`src/rtl/adder_err_sched.sv`:
```
`default_nettype none
// +--------------------------------------------------------------------------+
// | Module      : adder_err_sched                                            |
// | Description : Drives operand pairs to an approximate adder and gathers   |
// |               error metrics (error count, max and summed distance).      |
// | Revision    : 1.0 - initial release                                      |
// +--------------------------------------------------------------------------+
module adder_err_sched #(
   parameter int unsigned W    = 16,
   parameter logic [31:0] SEED = 32'h1
) (
   input  logic          clk,
   input  logic          rst_n,
   input  logic          start,
   input  logic          mode,
   input  logic [31:0]   n_samples,
   input  logic          abort,
   output logic [W-1:0]  op_a,
   output logic [W-1:0]  op_b,
   input  logic [W:0]    approx_sum,
   output logic          busy,
   output logic          result_valid,
   input  logic          result_ready,
   output logic [31:0]   err_count,
   output logic [W:0]    max_ed,
   output logic [47:0]   sum_ed
);

   localparam logic [1:0]  S_IDLE   = 2'd0;
   localparam logic [1:0]  S_RUN    = 2'd1;
   localparam logic [1:0]  S_DRAIN  = 2'd2;
   localparam logic [1:0]  S_REPORT = 2'd3;
   localparam logic [31:0] C_TAPS   = 32'h80200003;

   logic [1:0]   r_state;
   logic         r_mode;
   logic [31:0]  r_remaining;
   logic [31:0]  r_cnt;
   logic [31:0]  r_lfsr;

   // Compare stage: the pair on the outputs plus the adder's answer for it
   logic         r_pv;
   logic [W-1:0] r_pa;
   logic [W-1:0] r_pb;
   logic [W:0]   r_psum;

   logic [31:0]  w_first;
   logic [31:0]  w_word;
   logic [W:0]   w_exact;
   logic [W:0]   w_ed;
   logic [48:0]  w_sum_ext;

   function automatic logic [31:0] lfsr_next(input logic [31:0] s);
      return (s >> 1) ^ (s[0] ? C_TAPS : 32'h0);
   endfunction

   assign w_first   = mode ? SEED : 32'h0;
   assign w_word    = r_mode ? r_lfsr : r_cnt;
   assign w_exact   = {1'b0, r_pa} + {1'b0, r_pb};
   assign w_ed      = (w_exact >= r_psum) ? (w_exact - r_psum) : (r_psum - w_exact);
   assign w_sum_ext = {1'b0, sum_ed} + 49'(w_ed);

   assign busy         = (r_state == S_RUN) || (r_state == S_DRAIN);
   assign result_valid = (r_state == S_REPORT);

   always_ff @(posedge clk) begin
      if (!rst_n) begin
         r_state     <= S_IDLE;
         r_mode      <= 1'b0;
         r_remaining <= 32'h0;
         r_cnt       <= 32'h0;
         r_lfsr      <= SEED;
         r_pv        <= 1'b0;
         r_pa        <= '0;
         r_pb        <= '0;
         r_psum      <= '0;
         op_a        <= '0;
         op_b        <= '0;
         err_count   <= 32'h0;
         max_ed      <= '0;
         sum_ed      <= 48'h0;
      end else begin
         r_pv <= 1'b0;

         if (r_pv) begin
            if ((w_ed != '0) && (err_count != 32'hFFFF_FFFF))
               err_count <= err_count + 32'd1;
            if (w_ed > max_ed)
               max_ed <= w_ed;
            sum_ed <= w_sum_ext[48] ? 48'hFFFF_FFFF_FFFF : w_sum_ext[47:0];
         end

         case (r_state)
            S_IDLE: begin
               if (start) begin
                  r_mode      <= mode;
                  r_remaining <= n_samples;
                  err_count   <= 32'h0;
                  max_ed      <= '0;
                  sum_ed      <= 48'h0;
                  // The first pair goes out on the accepting edge itself
                  if (n_samples == 32'h0) begin
                     r_cnt   <= 32'h0;
                     r_lfsr  <= SEED;
                     r_state <= S_REPORT;
                  end else begin
                     op_a    <= w_first[W-1:0];
                     op_b    <= w_first[2*W-1:W];
                     r_cnt   <= mode ? 32'h0 : 32'h1;
                     r_lfsr  <= mode ? lfsr_next(SEED) : SEED;
                     r_state <= S_RUN;
                  end
               end
            end
            S_RUN: begin
               if (abort) begin
                  r_state <= S_IDLE;
               end else begin
                  r_pv   <= 1'b1;
                  r_pa   <= op_a;
                  r_pb   <= op_b;
                  r_psum <= approx_sum;
                  if (r_remaining == 32'd1) begin
                     r_state <= S_DRAIN;
                  end else begin
                     op_a        <= w_word[W-1:0];
                     op_b        <= w_word[2*W-1:W];
                     r_remaining <= r_remaining - 32'd1;
                     if (r_mode)
                        r_lfsr <= lfsr_next(r_lfsr);
                     else
                        r_cnt <= r_cnt + 32'd1;
                  end
               end
            end
            S_DRAIN: begin
               r_state <= abort ? S_IDLE : S_REPORT;
            end
            S_REPORT: begin
               if (result_ready)
                  r_state <= S_IDLE;
            end
            default: r_state <= S_IDLE;
         endcase
      end
   end

endmodule
`default_nettype wire

```
`config.mk`:
```
export PLATFORM = sky130hd
export DESIGN_NAME = adder_err_sched
export DESIGN_NICKNAME = d
export VERILOG_FILES = /design/src/rtl/adder_err_sched.sv
export SDC_FILE = /design/constraint.sdc
export NUM_CORES = 1
export LEC_CHECK = 0
export BUFFER_PORTS_ARGS = -buffer_cell sky130_fd_sc_hd__buf_2
export CAP_MARGIN = 5
export CORE_ASPECT_RATIO = 1.25
export CORE_UTILIZATION = 50
export DETAILED_ROUTE_END_ITERATION = 8
export HOLD_SLACK_MARGIN = 0.02
export PLACE_DENSITY = 0.79
export SYNTH_ARGS = -nofsm -noshare
export SYNTH_HDL_FRONTEND = slang
export SYNTH_SLANG_ARGS = --single-unit
```
`constraint.sdc`:
```
create_clock -name clk -period 6.99 [get_ports clk]
set_input_delay 0.3495 -clock clk [delete_from_list [all_inputs] [get_ports clk]]
set_output_delay 0.3495 -clock clk [all_outputs]
set_load 0.005 [all_outputs]
```
==> results.ini <==
[synth]
syn_nets=2181
synth_cells=2030
synth_edf_count=0
synth_seq_area_share=0.339
synth_top_area_share=0.339
netlist_area_mm2=0.0164
ys_seq_elements=278
synthArstFlopShare=0
yosysWarnings=0
synth_area_per_cell_um2=8.09
synth.area.top_cells=dfxtp_1 (34%), ha_1 (7.0%), nand2_1 (6.8%)
yosysUniqueCellTypes=99
synth_flop_cell=dfxtp_1
yosys.area.top_type=dfxtp_1

[sta]
grt_setup_unrepaired=true
tightestPinTransition_ps=1170
slew_violations=0
max_slew_margin=0.217
finalCriticalPeriod_ps=6900
fin_hold_ws_ps=35.0
hold_violations=0
setup_viol=0
fmax_ghz=0.145
fin_crit_sh=0.987
skew_ps=19.0
tns_ps=0

[routing]
dr.pass1.iters=5
drtIter0Drc=1228
viasPerCell=5.90
drc=0
wirelength_um=44600
post_drt_wl_per_cell_um=16.9
via_count=15600
ant_nets=0

[grt]
grt-ovfl-total=0
grt_usage=0.255
grt_pass1_vias=14500
gr-usage-met3=0.0294
grt_max_degree=117
busiest_layer=met2
met1_usage=0.306
grt_pass1_wl_um=70600
antenna_found_initial=2
grt_use_met2=0.462

[min_path]
hp-class=in2reg

[floorplan]
initial_core_util=0.512
rows=73
die_y_um=205
die-area_mm2=0.0336
core-area_mm2=0.0321
ios=186
dieWidth_um=164

[pwr]
p_leak_nw=7.77
ir_worst_vdd_mv=0.224
power-per-cell-area_mw_per_mm2=260
power_mw=5.04

[worst_setup_path]
worstSetupEndpointType=flop
start_kind=flop
ff2ff_setup_slack_ps=90
critPathKind=reg2reg
worst_ep_arrival_time_ps=7400
required_ps=7490
slowest_delay_ps=390
path_max_fanout=11
slowest_stage=a2111oi_4

[outcome]
outcome=completed

[clocking]
cts_num_sinks=278
cts_tree=done
cts_inserted_buffers=29
htree_num_levels=1
cts_max_path_buffers=3
cts.clk_slew.worst_paths_ps=60
clockRootBuffer=clkbuf_16
clk_latency_ps=580

[cells_and_area]
fillers=2785
nNetsFinal=2358
area_growth_pct=17.9
drive_above_1_share=0.200

[placed_design]
dpl.hpwl_um=31600
portBuffers=185
gp_congestion=0.923

[flow_run]
cap_viol_max_count=0

[per-stage QoR]
stage	util	cell area (µm²)	setup slack (ps)	std cells
finish	0.604	19400	87.6	2643
global route	0.604	19400	-280	2643
CTS	0.593	19000	11.2	2630
detailed placement	0.557	17900	-106	2568
global placement	0.557	17900	44.4	2568
floorplan	-	16400	26.8	2030
[sequential cells by signal (all words and copies together) (netlist names)]
| signal | cells |
|---|---|
| err_count | 32 |
| max_ed | 17 |
| op_a | 16 |
| op_b | 16 |
| r_cnt | 32 |
| r_lfsr | 32 |
| r_mode | 1 |
| r_pa | 16 |
| r_pb | 16 |
| r_psum | 17 |
| r_pv | 1 |
| r_remaining | 32 |
| r_state | 2 |
| sum_ed | 48 |
[timing repair]
action | in CTS | in global routing
setup buffers | 3 | 12
hold endpoints to repair | 5 | 0
pin swaps | 7 | 31
gates resized for setup | 6 | 56
setup endpoints to repair | 43 | 65
hold buffers | 5 | 0
[critical path, delay by kind of cell (launching register included)]
kind | cells | cell delay (ps)
adders and majority gates | 4 | 1150
xor gates and xnor gates | 2 | 280
DFF | 1 | 340
muxes | 1 | 250
buffers and inverters | 3 | 450
and+or+nand+nor | 7 | 980
AOI/OAI and AO/OA | 17 | 3360
[metal layers]
metal  up-vias  share of wire
li1       7604              -
met1      7373           0.41
met2       511           0.50
met3       111          0.056
met4         2          0.032
met5         -        0.00029
[synthesized netlist by cell type, types with 31 or more instances]
cell type	n
dfxtp_1	278
ha_1	92
nor2_1	133
inv_1	88
nor3_1	31
nand2_1	298
clkbuf_1	83
and3_1	31
a21boi_0	87
xor2_1	44
nand4_1	32
xnor2_1	41
o21ai_0	75
a21oi_1	168
nand3_1	78
[report_power, final]
part	total, mW	internal, mW	switching [mW]
Combinational	1.63	0.639	0.992
Sequential	1.72	1.65	0.0710
Clock	1.69	1.01	0.677
Total	5.04	3.30	1.74
[cells in the final DEF, fill, tap and decap left out, types with 8 or more instances in the layout]
cell type	Yosys	final
a21oi_1	168	153
a21o_1	26	26
mux2i_1	16	14
nand2_1	298	296
o21ai_0	75	72
nand4_1	32	32
and2_1	15	14
nor2_1	133	129
clkbuf_16	0	29
a31oi_1	20	17
nand2b_1	20	19
xnor2_1	41	41
a211oi_1	30	28
clkinv_2	0	8
o22ai_1	10	10
o211ai_1	8	8
and3_1	31	30
nor4_1	21	20
a21boi_0	87	87
xor2_1	44	43
nor3_1	31	31
nand3_1	78	78
o221a_2	11	11
o21a_1	26	26
nor2b_1	17	17
dfxtp_1	278	276
or3_1	26	26
o31ai_1	10	9
buf_2	12	184
buf_4	3	67
mux2_2	27	27
a41o_1	8	8
ha_1	92	89
inv_1	88	88
buf_6	7	9
a21oi_2	3	16
[cell families (layout without fill, tap and decap cells)]
family / count (synthesis) / after routing / synth area share
xor+xnor: 88 / 88 / 0.0483
buf+inv: 207 / 407 / 0.0521
other cells: 0 / 1 / 0
mux: 43 / 43 / 0.0283
compound gates: 573 / 573 / 0.240
simple gates: 745 / 745 / 0.218
flops: 278 / 278 / 0.339
fa+ha+maj: 96 / 96 / 0.0750
[layout make-up]
| class | instances | area (µm²) | share of cell area |
|---|---|---|---|
| inverters | 88 | 330 | 0.0171 |
| repair buffers | 265 | 1580 | 0.0813 |
| clock inverters | 17 | 235 | 0.0121 |
| clock buffers | 37 | 816 | 0.0421 |
| well taps | 412 | 515 | 0.0266 |
| multi-input cells | 1545 | 10300 | 0.533 |
| diodes | 1 | 2.50 | 0.000129 |
| flip-flops and latches | 278 | 5570 | 0.288 |
[worst paths after layout]
check / startpoint / end / cells past startpoint
worst max register to register: r_pa[0] / sum_ed[14] / 34
worst min register to register: r_lfsr[24] / r_lfsr[23] / 2
worst min-delay path: approx_sum[4] / r_psum[4] / 3
worst max-delay path: r_pa[0] / sum_ed[14] / 34
Note: power is estimated with default switching activity, not from simulation.
